[config.mk]
export PLATFORM = sky130hd
export DESIGN_NAME = div_ctrl
export DESIGN_NICKNAME = d
export VERILOG_FILES = /design/src/rtl/div_ctrl.sv
export SDC_FILE = /design/constraint.sdc
export NUM_CORES = 1
export LEC_CHECK = 0
export ABC_CLOCK_PERIOD_IN_PS = 2700
export CAP_MARGIN = 0
export CORE_MARGIN = 2
export CORE_UTILIZATION = 38
export CTS_BUF_LIST = sky130_fd_sc_hd__clkbuf_4 sky130_fd_sc_hd__clkbuf_8 sky130_fd_sc_hd__clkbuf_16
export CTS_CLUSTER_DIAMETER = 200
export CTS_CLUSTER_SIZE = 10
export DETAILED_ROUTE_END_ITERATION = 8
export PLACE_DENSITY_LB_ADDON = 0.1
export SETUP_SLACK_MARGIN = 0.1
export SYNTH_ARGS = -nofsm -noshare
export SYNTH_HDL_FRONTEND = slang
export SYNTH_SLANG_ARGS = --single-unit
[constraint.sdc]
create_clock -name clk -period 2.7 [get_ports clk]
set_input_delay 0.27 -clock clk [delete_from_list [all_inputs] [get_ports clk]]
set_output_delay 0.27 -clock clk [all_outputs]
set_load 0.05 [all_outputs]
[src/rtl/div_ctrl.sv]
// Sequencer between execute and an unsigned 64-bit multicycle divider: prepares magnitudes,
// resolves divide-by-zero and signed overflow locally, and applies sign/W-form fix-up.
module div_ctrl #(
  parameter int CNT_W = 32
) (
  input  logic             clk,
  input  logic             reset,
  input  logic             req_valid,
  output logic             req_ready,
  input  logic [2:0]       req_op,
  input  logic [63:0]      req_a,
  input  logic [63:0]      req_b,
  input  logic             flush,
  output logic             resp_valid,
  input  logic             resp_ready,
  output logic [63:0]      resp_data,
  output logic             div_valid,
  output logic [63:0]      div_a,
  output logic [63:0]      div_b,
  input  logic             div_done,
  input  logic [127:0]     div_res,
  output logic [CNT_W-1:0] busy_cycles
);

  typedef enum logic [2:0] {IDLE, START, WAIT, RESP, DRAIN} state_t;

  localparam logic [CNT_W-1:0] CNT_ONE = {{(CNT_W-1){1'b0}}, 1'b1};

  state_t state;
  logic   neg_q, neg_r, rem_op, w_op;

  logic        accept, signed_op, w_in, rem_in;
  logic        sa, sb, b_zero, ovf;
  logic [63:0] a_ext, b_ext, mag_a, mag_b, spec_sel, spec_res;
  logic [63:0] q_fix, r_fix, fix_sel, fix_res;

  assign req_ready = (state == IDLE) && !flush;
  assign accept    = req_valid && req_ready;
  assign w_in      = req_op[2];
  assign rem_in    = req_op[1];
  assign signed_op = !req_op[0];

  always_comb begin
    if (w_in) begin
      a_ext = signed_op ? {{32{req_a[31]}}, req_a[31:0]} : {32'd0, req_a[31:0]};
      b_ext = signed_op ? {{32{req_b[31]}}, req_b[31:0]} : {32'd0, req_b[31:0]};
    end else begin
      a_ext = req_a;
      b_ext = req_b;
    end
    sa     = signed_op && a_ext[63];
    sb     = signed_op && b_ext[63];
    mag_a  = sa ? (~a_ext + 64'd1) : a_ext;
    mag_b  = sb ? (~b_ext + 64'd1) : b_ext;
    b_zero = (b_ext == 64'd0);
    // Most-negative dividend of the selected width over -1 would overflow the quotient.
    ovf    = signed_op && (b_ext == {64{1'b1}}) &&
             (a_ext == (w_in ? 64'hFFFF_FFFF_8000_0000 : 64'h8000_0000_0000_0000));
    if (b_zero) spec_sel = rem_in ? a_ext : {64{1'b1}};
    else        spec_sel = rem_in ? 64'd0 : a_ext;
    spec_res = w_in ? {{32{spec_sel[31]}}, spec_sel[31:0]} : spec_sel;
  end

  always_comb begin
    q_fix   = neg_q ? (~div_res[63:0] + 64'd1)   : div_res[63:0];
    r_fix   = neg_r ? (~div_res[127:64] + 64'd1) : div_res[127:64];
    fix_sel = rem_op ? r_fix : q_fix;
    fix_res = w_op ? {{32{fix_sel[31]}}, fix_sel[31:0]} : fix_sel;
  end

  always_ff @(posedge clk or negedge reset) begin
    if (!reset) begin
      state       <= IDLE;
      resp_valid  <= 1'b0;
      resp_data   <= 64'd0;
      div_valid   <= 1'b0;
      div_a       <= 64'd0;
      div_b       <= 64'd0;
      neg_q       <= 1'b0;
      neg_r       <= 1'b0;
      rem_op      <= 1'b0;
      w_op        <= 1'b0;
      busy_cycles <= '0;
    end else begin
      if (state != IDLE && busy_cycles != {CNT_W{1'b1}})
        busy_cycles <= busy_cycles + CNT_ONE;
      case (state)
        IDLE: begin
          if (accept) begin
            if (b_zero || ovf) begin
              resp_data  <= spec_res;
              resp_valid <= 1'b1;
              state      <= RESP;
            end else begin
              div_a     <= mag_a;
              div_b     <= mag_b;
              neg_q     <= sa ^ sb;
              neg_r     <= sa;
              rem_op    <= rem_in;
              w_op      <= w_in;
              div_valid <= 1'b1;
              state     <= START;
            end
          end
        end
        START: begin
          div_valid <= 1'b0;
          state     <= flush ? DRAIN : WAIT;
        end
        WAIT: begin
          if (div_done) begin
            if (flush) begin
              state <= IDLE;
            end else begin
              resp_data  <= fix_res;
              resp_valid <= 1'b1;
              state      <= RESP;
            end
          end else if (flush) begin
            state <= DRAIN;
          end
        end
        RESP: begin
          if (flush || resp_ready) begin
            resp_valid <= 1'b0;
            state      <= IDLE;
          end
        end
        DRAIN: begin
          if (div_done) state <= IDLE;
        end
        default: state <= IDLE;
      endcase
    end
  end

endmodule
==> impl_metrics.tcl, run 1 <==
set metrics [dict create \
    hpwl_um 62800 \
    crit_buf_inv 2 \
    ctsHtreeMaxLevel 1 \
    num_rows 77 \
    crit_path_end_kind "flip-flop" \
    finalSetupTns_ns 0 \
    start_util 0.387 \
    drive_above_1_share 0.234 \
    crit_start "div_res[15]" \
    postSynthAreaPerCell_um2 7.87 \
    syn_inst 2178 \
    die_x_um 216 \
    hold_class "in2reg" \
    crit_slowest_cell "or4b_4" \
    numClockSinks 233 \
    vias 20533 \
    p_leak_nw 11.9 \
    cpPeakStageDelay_ns 0.60 \
    die_h_um 216 \
    fmax_ghz 0.389 \
    peakVddDrop_v 0.000645 \
    crit_fanout 6 \
    finalSetupViolCount 0 \
    place_congestion 0.983 \
    cp.depth 10 \
    dieArea_um2 46800 \
    yosysWarnings 0 \
    overflow 0 \
    worst_ep_arrival_time_ns 3.01 \
    status "finished, final reports clean" \
    syn_area_um2 17100 \
    r2r-end "busy_cycles[30]" \
    power.density_nw_per_um2 872 \
    rrSetupSlack_ns 0.37 \
    fin_crit_sh 0.953 \
    grt_pass1_vias 20227 \
    ctsLongestPathBuffers 3 \
    ys_types 73 \
    crit_chain "buf_6, or4_4, or4b_4, or3_4, buf_6, nor4_4, mux2_4, mux2i_1, a211o_1, a31oi_1" \
    antenna_found_initial 6 \
    start_kind "input pin" \
    grt_pass1_wl_um 118000 \
    clk_root_buffer_cell "clkbuf_16" \
    path_common_cell "buf_6" \
    crit_family "simple AND/OR/NAND/NOR gates" \
    synth_edf_count 0 \
    grt_max_degree 70 \
    cp.required_ns 3.13 \
    routed_via_density 5.56 \
    drtAntennaViolNets 0 \
    cts_buffers 27 \
    endpoint "resp_data[62]" \
    finClkSkew_ns 0.0177 \
    final_area_um2 28200 \
    ioPinCount 492 \
    path_clk_slew_ns 0.06 \
    wl_per_cell_um 21.3 \
    cts_tree "done" \
    period_needed_ns 2.57 \
    mostFrequentLayoutCells "buf_4, clkdlybuf4s50_1, nand2_1" \
    clk_latency_ns 0.56 \
    async_reset_ff_frac 1.00 \
    num-nets-final 3362 \
    drt-initial-drc-count 1785 \
    syn2layout_area_growth_pct 64.7 \
    wl_um 78500 \
    layout_commonest_cell "buf_4" \
    hold_viol 0 \
    portBuffers 491 \
    critPathKind "in2reg" \
    max_cap_violations 0 \
    reg2reg_from "busy_cycles[15]" \
    slew_headroom 0.537 \
    synth_flop_cell "dfrtp_1" \
    rsz0062_at_grt "yes" \
    dpl_cell_area_um2 26600 \
    hold_depth 4 \
    synth_seq_cells 233 \
    tightest_slew_ns 0.694 \
    synth_seq_area_share 0.340 \
    drc 0 \
    grtUsageTotal 0.322 \
    slew_viol_final 0 \
    coreArea_um2 44300 \
    r2r_cells 9 \
    first_pass_iters 6 \
    syn-num-nets 2449 \
]
-- state kept, by name (all words and copies together) (netlist names) --
| register | count |
|---|---|
| w_op | 1 |
| neg_q | 1 |
| div_valid | 1 |
| busy_cycles | 32 |
| div_b | 64 |
| state | 3 |
| rem_op | 1 |
| resp_valid | 1 |
| div_a | 64 |
| resp_data | 64 |
| neg_r | 1 |
-- where the power goes --
part	internal [mW]	switching (mW)
Clock	1.84	1.47
Sequential	4.92	1.14
Combinational	5.39	9.86
-- metrics by stage --
| step | setup slack (ns) | cells | power [mW] | utilization | hold WS, ns |
|---|---|---|---|---|---|
| 6_report | 0.126 | 3694 | 24.6 | 0.637 | 0.128 |
| 5_1_grt | 0.0373 | 3692 | 25.8 | 0.637 | 0.151 |
| 4_1_cts | 0.0480 | 3676 | 24.4 | 0.621 | 0.214 |
| 3_5_place_dp | -0.763 | 3632 | 21.1 | 0.601 | 0.311 |
| 3_3_place_gp | -0.703 | 3632 | 20.9 | 0.601 | 0.311 |
| 2_1_floorplan | -0.0945 | 2178 | 14.9 | - | -0.0256 |
-- what timing repair did --
item / CTS / global route
buffers inserted: 9 / 9
hold endpoints to repair: 64 / 0
pin swaps: 33 / 60
setup endpoints to repair: 158 / 106
hold buffers: 1 / 0
resized for setup: 42 / 139
cloned: 0 / 3
-- layout make-up --
cell class                      count  area, um2
Timing Repair Buffer             1021       9320
Fill cell                        3903      16100
Inverter                           33        124
Antenna cell                        6       15.0
Multi-Input combinational cell   1775      11400
Sequential cell                   233       5840
Clock buffer                       32        713
Tap cell                          592        741
Clock inverter                      2       17.5
-- metal layers --
metal	vias up	track usage	routed length, um
met4	2	0.121	3210
met1	9829	0.421	33000
met2	802	0.547	37600
li1	9736	-	-
met5	-	0	13
met3	164	0.0362	4650
-- cell usage after synthesis (16+ instances only) --
| cell | number | share of area |
|---|---|---|
| nor4_1 | 49 | 0.018 |
| nor3_1 | 64 | 0.019 |
| o211ai_1 | 35 | 0.015 |
| xnor2_1 | 151 | 0.077 |
| nand2_1 | 332 | 0.073 |
| nand3_1 | 31 | 0.0091 |
| xor2_1 | 113 | 0.058 |
| nor2_1 | 154 | 0.034 |
| o31ai_1 | 74 | 0.032 |
| or4_1 | 33 | 0.014 |
| or2_2 | 16 | 0.0058 |
| a21o_1 | 22 | 0.0096 |
| o21ai_0 | 248 | 0.072 |
| nand2b_1 | 21 | 0.0077 |
| o41ai_1 | 29 | 0.015 |
| a31oi_1 | 34 | 0.012 |
| inv_1 | 33 | 0.0072 |
| dfrtp_1 | 233 | 0.34 |
| o22ai_1 | 24 | 0.0088 |
| clkbuf_1 | 111 | 0.024 |
| a21oi_1 | 134 | 0.039 |
| nand4_1 | 28 | 0.010 |
| or3_1 | 29 | 0.011 |
-- worst min-delay path by stage --
stage                      to  slack [ns]       from
3_5_place_dp        div_b[12]        0.31      reset
5_1_grt             div_a[19]        0.15  req_a[19]
6_report            div_a[19]        0.13  req_a[19]
2_1_floorplan  busy_cycles[0]       -0.03      reset
4_1_cts             div_b[45]        0.21  req_op[2]
3_3_place_gp        div_b[12]        0.31      reset
-- cells by family (layout without fill, tap and decap cells) --
kind of cell / count (synthesis) / after routing / share of synthesized area
multiplexers: 9 / 9 / 0.00533
XOR/XNOR: 264 / 264 / 0.135
other: 0 / 6 / 0
buffers and inverters: 170 / 1088 / 0.0386
flip-flops: 233 / 233 / 0.340
adder cells (fa/ha/maj): 8 / 8 / 0.00555
AO/OA/AOI/OAI: 670 / 670 / 0.240
AND/OR/NAND/NOR: 824 / 824 / 0.235
-- tightest hold or removal path, cell delays in order --
cell and delay (ns):
buf_6 0.07, buf_4 0.13, xnor2_1 0.11, o21ai_0 0.06
Note: power is estimated with default switching activity, not from simulation.
==> inputs of run 2 (changes only) <==
--- a/config.mk
+++ b/config.mk
@@ -6,7 +6,7 @@
 export NUM_CORES = 1
 export LEC_CHECK = 0
 export ABC_CLOCK_PERIOD_IN_PS = 2700
-export CAP_MARGIN = 0
+export CAP_MARGIN = 30
 export CORE_MARGIN = 2
 export CORE_UTILIZATION = 38
 export CTS_BUF_LIST = sky130_fd_sc_hd__clkbuf_4 sky130_fd_sc_hd__clkbuf_8 sky130_fd_sc_hd__clkbuf_16
@@ -14,6 +14,7 @@
 export CTS_CLUSTER_SIZE = 10
 export DETAILED_ROUTE_END_ITERATION = 8
 export PLACE_DENSITY_LB_ADDON = 0.1
+export REMOVE_ABC_BUFFERS = 1
 export SETUP_SLACK_MARGIN = 0.1
 export SYNTH_ARGS = -nofsm -noshare
 export SYNTH_HDL_FRONTEND = slang
==> impl_metrics.tcl, run 2 (synthesized netlist as in run 1, its figures left out) <==
set metrics [dict create \
    status "finished, final reports clean" \
    die_h_um 216 \
    num_rows 77 \
    syn2layout_area_growth_pct 67.2 \
    cts_tree "done" \
    start_kind "input pin" \
    crit_chain "dlygate4sd2_1, or4_4, or4_4, buf_6, or3_4, nor3_4, nand4b_1, nand3_1, a21oi_1, o41ai_2" \
    max_cap_violations 0 \
    crit_fanout 2 \
    power.density_nw_per_um2 868 \
    place_congestion 0.965 \
    path_clk_slew_ns 0.06 \
    path_common_cell "or4_4" \
    clk_root_buffer_cell "clkbuf_16" \
    num-nets-final 3399 \
    crit_path_end_kind "flip-flop" \
    portBuffers 491 \
    placed_cells 3662 \
    worst_ep_arrival_time_ns 3.08 \
    die_x_um 216 \
    ctsHtreeMaxLevel 1 \
    slew_headroom 0.555 \
    grtUsageTotal 0.337 \
    reg2reg_from "state[2]" \
    dpl_cell_area_um2 26600 \
    rrSetupSlack_ns 0.16 \
    fin_crit_sh 0.977 \
    hold_slack_ns 0.160 \
    dieArea_um2 46800 \
    crit_start "req_a[20]" \
    fmax_ghz 0.379 \
    hold_viol 0 \
    wl_per_cell_um 22.3 \
    endpoint "div_a[52]" \
    p_leak_nw 12.2 \
    routed_via_density 5.67 \
    dp_worst_setup_slack_ns -0.939 \
    final_area_um2 28600 \
    tightest_slew_ns 0.666 \
    drtAntennaViolNets 0 \
    numClockSinks 233 \
    drt-initial-drc-count 1676 \
    finalSetupViolCount 0 \
    crit_slowest_cell "or4_4" \
    mostFrequentLayoutCells "buf_4, clkdlybuf4s50_1, nand2_1" \
    grt_pass1_vias 20789 \
    vias 21141 \
    antenna_found_initial 10 \
    slew_viol_final 0 \
    post-route-util 0.646 \
    final_cells 3727 \
    layout_commonest_cell "buf_4" \
    drive_above_1_share 0.243 \
    hpwl_um 65500 \
    critPathKind "in2reg" \
    drc 0 \
    clk_latency_ns 0.58 \
    cpPeakStageDelay_ns 0.61 \
    ctsLongestPathBuffers 3 \
    finClkSkew_ns 0.0280 \
    wl_um 83300 \
    period_needed_ns 2.64 \
    hold_class "in2async" \
    cts_buffers 27 \
    start_util 0.387 \
    grt_max_degree 88 \
    grt_pass1_wl_um 123000 \
    overflow 0 \
    rsz0062_at_grt "yes" \
    peakVddDrop_v 0.00106 \
    top_regs "div_a: 64 flops, div_b: 64 flops, resp_data: 64 flops" \
    coreArea_um2 44300 \
    cp.required_ns 3.15 \
    first_pass_iters 5 \
    ioPinCount 492 \
    r2r_cells 9 \
    setup_slack_ns 0.0610 \
    r2r-end "resp_data[8]" \
]
-- run 2: worst max-delay path: cells and delay by family --
kind / cells / cell delay (ns)
buffers and inverters: 2 / 0.41
AOI/OAI and AO/OA: 2 / 0.46
and+or+nand+nor: 6 / 1.96
-- run 2: layout make-up --
class	count	area, um2
clock buffers	29	691
flip-flops and latches	233	5830
diodes	5	12.5
repair buffers	1058	9750
well taps	592	741
clock inverters	2	17.5
fillers	3924	15700
inverters	33	124
multi-input cells	1775	11500
-- run 2: worst min path at each step --
stage / endpoint / slack (ns) / cells past startpoint
2_1_floorplan: busy_cycles[0] / -0.03 / 0
3_3_place_gp: div_b[16] / 0.14 / 1
3_5_place_dp: div_b[12] / 0.14 / 1
4_1_cts: div_b[39] / 0.14 / 2
5_1_grt: div_b[16] / 0.19 / 2
6_report: div_b[16] / 0.16 / 2
-- run 2: per-stage QoR --
stage	setup TNS [ns]	power, mW
after floorplan	-530.16	14.7
after global placement	-126.29	20.9
after detailed placement	-128.39	21.0
after CTS	0	24.6
after global routing	0	26.0
final	0	24.9
-- run 2: metal layers --
layer | vias to the layer above | wire, um | track usage
met5 | - | 61 | 0
met4 | 10 | 3760 | 0.139
met3 | 194 | 5910 | 0.0500
met2 | 921 | 40300 | 0.579
met1 | 10222 | 33200 | 0.424
li1 | 9794 | - | -
-- run 2: report_power, final --
group          total [mW]  switching [mW]  leakage, nW  internal, mW
Sequential           6.06            1.14         2.95          4.92
Clock                3.33            1.54        0.351          1.79
Combinational        15.5            9.92         8.88          5.58
Total                24.9            12.6         12.2          12.3
-- run 2: what timing repair did --
action                                 CTS  global route
setup endpoints to repair              202           205
endpoints found under the hold margin  233             0
gates resized for setup                 82           160
pin swaps                               35            75
hold buffers                             1             0
cloned                                   1             5
buffers inserted                         7            15
